[src/rtl/counter_pkg.sv]
// Shared constants for the step counter family.
package counter_pkg;

  localparam int unsigned MODE_W = 2;

  // Overflow behaviour selector; 2'b11 is treated as MODE_WRAP.
  localparam logic [MODE_W-1:0] MODE_WRAP = 2'b00;
  localparam logic [MODE_W-1:0] MODE_SAT  = 2'b01;
  localparam logic [MODE_W-1:0] MODE_MOD  = 2'b10;

endpackage

[src/rtl/step_counter_next.sv]
// Combinational next-value and overflow-event computation for step_counter.
module step_counter_next
  import counter_pkg::*;
#(
  parameter int unsigned WIDTH  = 12,
  parameter int unsigned STEP_W = 4
) (
  input  logic [WIDTH-1:0]  c,
  input  logic [STEP_W-1:0] step,
  input  logic              up,
  input  logic [MODE_W-1:0] mode,
  input  logic [WIDTH-1:0]  limit,
  output logic [WIDTH-1:0]  next_c,
  output logic              ovf_event_c
);

  localparam int unsigned W1 = WIDTH + 1;

  logic [WIDTH-1:0] step_ext;
  logic [W1-1:0]    sum;
  logic [W1-1:0]    diff;
  logic [W1-1:0]    lim_ext;
  logic [WIDTH-1:0] mod_up;
  logic [WIDTH-1:0] mod_dn;
  logic             range_err;

  // Arithmetic is done one bit wider so carry/borrow fall out of the top bit.
  assign step_ext  = WIDTH'(step);
  assign sum       = {1'b0, c} + {1'b0, step_ext};
  assign diff      = {1'b0, c} - {1'b0, step_ext};
  assign lim_ext   = {1'b0, limit};
  assign mod_up    = WIDTH'(sum - lim_ext - W1'(1));
  assign mod_dn    = WIDTH'(lim_ext + W1'(1) - ({1'b0, step_ext} - {1'b0, c}));
  assign range_err = (c > limit) || (step_ext > limit);

  // Select next value and event according to the overflow mode.
  always_comb begin
    next_c      = c;
    ovf_event_c = 1'b0;
    case (mode)
      MODE_SAT: begin
        if (up) begin
          ovf_event_c = sum[WIDTH];
          next_c      = sum[WIDTH] ? '1 : sum[WIDTH-1:0];
        end else begin
          ovf_event_c = diff[WIDTH];
          next_c      = diff[WIDTH] ? '0 : diff[WIDTH-1:0];
        end
      end
      MODE_MOD: begin
        if (range_err) begin
          next_c      = '0;
          ovf_event_c = 1'b1;
        end else if (up) begin
          if (sum > lim_ext) begin
            next_c      = mod_up;
            ovf_event_c = 1'b1;
          end else begin
            next_c = sum[WIDTH-1:0];
          end
        end else begin
          if (!diff[WIDTH]) begin
            next_c = diff[WIDTH-1:0];
          end else begin
            next_c      = mod_dn;
            ovf_event_c = 1'b1;
          end
        end
      end
      default: begin
        if (up) begin
          next_c      = sum[WIDTH-1:0];
          ovf_event_c = sum[WIDTH];
        end else begin
          next_c      = diff[WIDTH-1:0];
          ovf_event_c = diff[WIDTH];
        end
      end
    endcase
  end

endmodule

[src/rtl/step_counter.sv]
// Up/down counter with programmable step, load and wrap/saturate/modulo overflow.
module step_counter
  import counter_pkg::*;
#(
  parameter int unsigned WIDTH  = 12,
  parameter int unsigned STEP_W = 4
) (
  input  logic              clk,
  input  logic              rst,
  input  logic              enable,
  input  logic              up,
  input  logic [STEP_W-1:0] step,
  input  logic [MODE_W-1:0] mode,
  input  logic [WIDTH-1:0]  limit,
  input  logic              load,
  input  logic [WIDTH-1:0]  load_value,
  input  logic              clr_ovf,
  output logic [WIDTH-1:0]  counter_r,
  output logic              overflow_r,
  output logic              ovf_sticky_r,
  output logic              match_r
);

  logic [WIDTH-1:0] next_c;
  logic             ovf_event_c;
  logic             commit_event_c;

  step_counter_next #(
    .WIDTH  (WIDTH),
    .STEP_W (STEP_W)
  ) u_next (
    .c           (counter_r),
    .step        (step),
    .up          (up),
    .mode        (mode),
    .limit       (limit),
    .next_c      (next_c),
    .ovf_event_c (ovf_event_c)
  );

  // An event only counts when the step is actually committed.
  assign commit_event_c = enable && !load && ovf_event_c;

  // Counter, last-update overflow and match registers; load beats enable.
  always_ff @(posedge clk or posedge rst) begin
    if (rst) begin
      counter_r  <= '0;
      overflow_r <= 1'b0;
      match_r    <= 1'b0;
    end else if (load) begin
      counter_r  <= load_value;
      overflow_r <= 1'b0;
      match_r    <= (load_value == limit);
    end else if (enable) begin
      counter_r  <= next_c;
      overflow_r <= ovf_event_c;
      match_r    <= (next_c == limit);
    end
  end

  // Sticky overflow; a new event wins over a simultaneous clear.
  always_ff @(posedge clk or posedge rst) begin
    if (rst) begin
      ovf_sticky_r <= 1'b0;
    end else if (commit_event_c) begin
      ovf_sticky_r <= 1'b1;
    end else if (clr_ovf) begin
      ovf_sticky_r <= 1'b0;
    end
  end

endmodule

[config.mk]
export PLATFORM = sky130hd
export DESIGN_NAME = step_counter
export DESIGN_NICKNAME = d
export VERILOG_FILES = /design/src/rtl/counter_pkg.sv /design/src/rtl/step_counter_next.sv /design/src/rtl/step_counter.sv
export SDC_FILE = /design/constraint.sdc
export NUM_CORES = 1
export LEC_CHECK = 0
export BUFFER_PORTS_ARGS = -buffer_cell sky130_fd_sc_hd__clkbuf_2
export CORE_MARGIN = 8
export CORE_UTILIZATION = 48
export DETAILED_ROUTE_END_ITERATION = 8
export HOLD_SLACK_MARGIN = 0.05
export PLACE_DENSITY = 0.68
export RECOVER_POWER = 100
export SYNTH_ARGS = -nofsm -noshare
export SYNTH_HDL_FRONTEND = slang
export SYNTH_SLANG_ARGS = --single-unit
[constraint.sdc]
create_clock -name clk -period 10.4 [get_ports clk]
set_input_delay 1.04 -clock clk [delete_from_list [all_inputs] [get_ports clk]]
set_output_delay 1.04 -clock clk [all_outputs]
set_load 0.01 [all_outputs]
# After elaboration in Yosys (flattened, before gate mapping)
# Cells that the tools add are included.
[classes]
add_sub_neg = 7
order_cmp = 3
n_eq_ne = 4
mux = 23
reduce_logical = 6
[ops]
columns = ["cell", "n"]
rows = [
  ["two-way mux 12 bit", 10],
  ["equality test 12 bit", 2],
  ["one-hot mux 12 bit (2 select lines)", 1],
  ["subtractor 12 bit", 2],
  ["adder 12 x 4 -> 13 bit", 1],
  ["> comparator 13 x 12 -> 1 bit", 1],
  ["subtractor 12 x 4 -> 13 bit", 1],
  ["adder 12 x 1 -> 12 bit (second input constant)", 1],
  ["> comparator 12 bit", 1],
  ["> comparator 4 x 12 -> 1 bit", 1],
  ["two-way mux 1 bit", 12],
  ["subtractor 12 x 1 -> 12 bit (second input constant)", 1],
  ["subtractor 4 x 12 -> 12 bit", 1],
  ["nonzero test 2 bit", 2],
  ["equality test 2 x 1 -> 1 bit (second input constant)", 1],
  ["equality test 2 bit (second input constant)", 1],
  ["logical AND 1 bit", 2],
  ["zero test 1 bit", 1],
  ["logical OR 1 bit", 1],
]
[totals]
reg_bits = 15
in_bits = 36
output_inout_bits = 15
elab_cells = 47

# Logic depth before layout (Yosys ltp)
[depth]
depth_word = 10
depth_mapped = 21
ltp_nobuf = 18

# Cells and area by module
# Synthesis repeated with hierarchy kept, for this count alone.
[hier_totals]
hier_cells = 543
area_unflattened_um2 = 4119.0
[by_module_without_submodules]
columns = ["mod", "instances", "cells_per_inst", "area_per_inst_um2"]
rows = [
  ["step_counter_next", 1, 449, 3183.1],
  ["step_counter", 1, 94, 935.9],
]

# Worst setup path before layout
# Ideal clock, no wire load.
[synth_timing]
path_type = "input-to-reg"
from = "input step[2]"
to = "register match_r"
setup_time_ps = 76
arrival_ps = 5031
path_slack_ps = 5293
cell_stages = 17
path_buffers = 0
cell_sequence = "inv_1 > ha_1 > or3b_2 > a31oi_1 > o211ai_1 > xor2_1 > inv_1 > ha_1 > a21oi_1 > o21ai_1 > o31ai_2 > a31oi_1 > a2111oi_0 > o21ai_0 > a221oi_1 > nand4_1 > o21ai_1"
[synth_between]
elab_chain_len = 10
[synth_lines]
columns = ["element", "line", "rtl"]
rows = [
  ["from (decl)", "step_counter.sv:12", "input logic [STEP_W-1:0] step,"],
  ["adder 12 x 4 -> 13 bit", "step_counter_next.sv:29", "assign sum = {1'b0, c} + {1'b0, step_ext};"],
  ["subtractor 12 bit", "step_counter_next.sv:32", "assign mod_up = WIDTH'(sum - lim_ext - W1'(1));"],
  ["subtractor 12 x 1 -> 12 bit", "step_counter_next.sv:32", ""],
  ["two-way mux 12 bit", "step_counter_next.sv:55", "if (sum > lim_ext) begin"],
  ["two-way mux 12 bit", "step_counter_next.sv:54", "end else if (up) begin"],
  ["two-way mux 12 bit", "step_counter_next.sv:51", "if (range_err) begin"],
  ["one-hot mux 12 bit (2 select lines) (*)", "step_counter_next.sv:40", "case (mode)"],
  ["equality test 12 bit (*)", "step_counter.sv:57", "match_r <= (next_c == limit);"],
  ["two-way mux 1 bit (*)", "step_counter.sv:54", "end else if (enable) begin"],
  ["two-way mux 1 bit (*)", "step_counter.sv:50", "end else if (load) begin"],
  ["to (signal assigned)", "step_counter.sv:53", "match_r <= (load_value == limit);"],
  ["to (signal assigned)", "step_counter.sv:57", ""],
  ["to (decl)", "step_counter.sv:21", "output logic match_r"],
]
# Every way passes the cells marked *; elsewhere a longest branch is shown, timed or not. The select of a mux whose other input is x is not followed.
# A chain may end at the register's enable or synchronous reset.

# Worst setup path in the final report
# Ends and elaborated chain as after synthesis.

==> results_dict.tcl <==
set metrics [dict create \
    sw_frac_of_total 0.588 \
    postCtsSetupBuffers 0 \
    antenna_found_initial 0 \
    cts_tree "done" \
    ir_drop_uv 82.7 \
    finalSetupTns_ps 0 \
    dpl.hpwl_um 17300 \
    drcViolationCount 0 \
    crit_path_frequent_cell "o21ai_0" \
    crit_start "step[2]" \
    fin_crit_sh 0.664 \
    status "completed" \
    finalHoldViolations 0 \
    wire_per_inst_um 25.8 \
    std_cell_rows 37 \
    critPathMaxStageDelay_ps 1080 \
    startpoint_type "primary input" \
    grt_max_degree 47 \
    critPathRequiredTime_ps 10580 \
    crit_path_end_kind "flop" \
    synth_flop_cell "dfrtp_1" \
    grt_use_total 0.302 \
    regArea_sq_um 375 \
    cell_internal_pwr_uw 307 \
    vias 5917 \
    final.fill_count 1031 \
    synth_xor_xnor_area_share 0.0579 \
    area_growth_pct 6.51 \
    synth-edff-count 0 \
    avgSynthCellArea_sq_um 7.26 \
    p_leak_nw 2.27 \
    dr.pass1.iters 5 \
    clock_skew_ps 2.80 \
    final_cells 850 \
    min_path_cells 2 \
    grt_pass1_vias 5724 \
    period_needed_ps 6900 \
    crit_cells 18 \
    fp.dieArea_sq_um 13900 \
    synth_compound_area_frac 0.317 \
    synth_area_sq_um 4990 \
    path_class "in2reg" \
    async_flop_share 1.00 \
    ctsHoldBuffers 0 \
    netlist_instances 688 \
    htreeDepth 1 \
    synth_mux_area_frac 0.0453 \
    synth_top_family_by_area "compound AO/OA/AOI/OAI gates" \
    synth-warning-count 0 \
    clockPowerShare 0.068 \
    io_pins 51 \
    finalSetupViolations 0 \
    cts_buffers 3 \
    io_buffer_count 50 \
    start_util 0.488 \
    rr_worst_depth 16 \
    synth_fa_ha_area_frac 0.181 \
    grt_pass1_wl_um 33200 \
    num_antenna_cells 0 \
    synth-simple-area-share 0.243 \
    cp.arrival_ps 7080 \
    cts_buffer_depth 2 \
    drtAntennaViolNets 0 \
    nNetsFinal 819 \
    crit_end "match_r" \
    cap_viol_max_count 0 \
    slew_headroom 0.182 \
    core_area_sq_um 10200 \
    holdWs_ps 491 \
    rr_endpoint "match_r" \
    clkLatencyLatePin_ps 260 \
    worst-slew-pin-transition_ps 1220 \
    power.share.sequential 0.131 \
    die_w_um 118 \
    drt_iter0_drc 614 \
    die_y_um 118 \
    hold_path_class "reg2reg" \
    p_sw_uw 437 \
    synth_cell_type_count 83 \
    critical_path.max_fanout 17 \
    syn_nets 792 \
    path_clk_slew_ps 70 \
    path_cells "clkbuf_1 > inv_1 > ha_1 > nand2b_1 > a21oi_1 > a31oi_1 > or2_2 > ha_1 > a21o_1 > a21oi_1 > o21ai_0 > o31ai_1 > a31oi_1 > a2111oi_0 > o21ai_0 > a221oi_1 > nand4_1 > o21ai_0" \
    slew_violations 0 \
    p_per_area_nw_per_um2 140 \
    cts.sinks 15 \
    grt_overflow 0 \
    fmax_mhz 145 \
    drive_gt1_frac 0.0980 \
    critical-path-top-delay-family "compound AO/OA/AOI/OAI gates" \
    cts_root_buf "clkbuf_8" \
    viasPerCell 6.96 \
    r2r-start "counter_r[3]" \
    cts_resized 0 \
    dp.cells 846 \
    final_common_cell "inv_1" \
    critPathBufInv 2 \
    ys_seq_area_frac 0.0752 \
    layout_common_cells "inv_1, ha_1, a21oi_1, nor2_1, nand2_1" \
    cpMaxStageDelayCell "o31ai_1" \
    p_comb_frac 0.801 \
    wl_um 22000 \
    place.gp.congestion 1.07 \
    rsz0062_at_grt "false" \
    regToRegSetupSlack_ps 4040 \
    multi_input_area_sq_um 4210 \
    ys_ff_latch 15 \
    stdcell_area_sq_um 5320 \
    placed_area_sq_um 5300 \
]
## worst min-delay path, delay by kind of cell (launching register included)
| kind | cells | cell delay [ps] |
|---|---|---|
| simple gates | 2 | 110 |
| flops | 1 | 350 |
## stage by stage
step	utilization	setup WS [ps]	power, mW
after global placement	0.518	4130	0.662
final	0.520	3500	0.744
after CTS	0.522	4200	0.723
after floorplan	-	5290	0.497
after global routing	0.520	3060	0.788
after detailed placement	0.518	3970	0.669
## per-layer routing
layer,vias up,GRT usage,part of all wire
met4,2,0.145,0.050
met5,-,0.0368,0.0031
li1,2640,-,-
met1,2802,0.402,0.42
met3,80,0.0600,0.11
met2,393,0.454,0.41
## worst min path at each step
stage | from | to | slack [ps]
4_1_cts | overflow_r | overflow_r | 500
3_3_place_gp | overflow_r | overflow_r | 470
3_5_place_dp | overflow_r | overflow_r | 480
5_1_grt | overflow_r | overflow_r | 530
6_report | overflow_r | overflow_r | 490
2_1_floorplan | overflow_r | overflow_r | 510
## cell usage after synthesis (all sizes together), types with 4 or more instances
master   number  area, sq um
a2111oi       9          111
a211oi        8         60.1
a21o         10         76.3
a21oi        55          275
a221oi        5         50.0
a22oi         4         30.0
a31o          4         35.0
a31oi        11         68.8
and2          6         37.5
and3          5         32.5
and4          4         36.3
buf          14         78.8
clkbuf       18         67.6
dfrtp        15          375
fa            7          140
ha           61          763
inv          67          251
mux2          5         56.3
mux2i        17          170
nand2        46          173
nand2b       10         62.6
nand3        14         70.1
nand4         8         50.1
nor2         50          198
nor2b        11         68.8
nor3         29          145
nor3b         5         37.5
nor4         10         77.6
o2111ai       9         78.8
o211ai       16          120
o21ai        32          160
o22ai         8         50.1
o311ai        8         70.1
o31a          5         45.0
o31ai         8         70.1
or3           8         50.1
or4           6         52.6
xnor2        23          201
xor2         10         87.6
## cell families after synthesis
logic type	count (synthesis)
DFF	15
adders and majority gates	68
AOI/OAI and AO/OA	222
xor gates and xnor gates	33
and+or+nand+nor	227
muxes	22
buffers and inverters	101
## layout make-up
class,instances,share of cell area
inverter,69,0.0487
sequential,15,0.0706
multi-input combinational,572,0.791
clock inverter,1,0.000941
timing repair buffer,54,0.0489
tap,136,0.0320
clock buffer,3,0.00776
## power by group through the flow
stage               clock network (mW)  logic (mW)  registers (mW)
global placement                     0       0.565          0.0967
floorplan                            0       0.418          0.0797
CTS                             0.0502       0.576          0.0959
global route                    0.0520       0.637          0.0984
finish                          0.0505       0.596          0.0978
detailed placement                   0       0.571          0.0972
## registers in the layout, indices dropped and copies added (netlist names)
signal,count
counter_r,12
match_r,1
overflow_r,1
ovf_sticky_r,1
No activity file was read; power rests on OpenSTA's default activity.
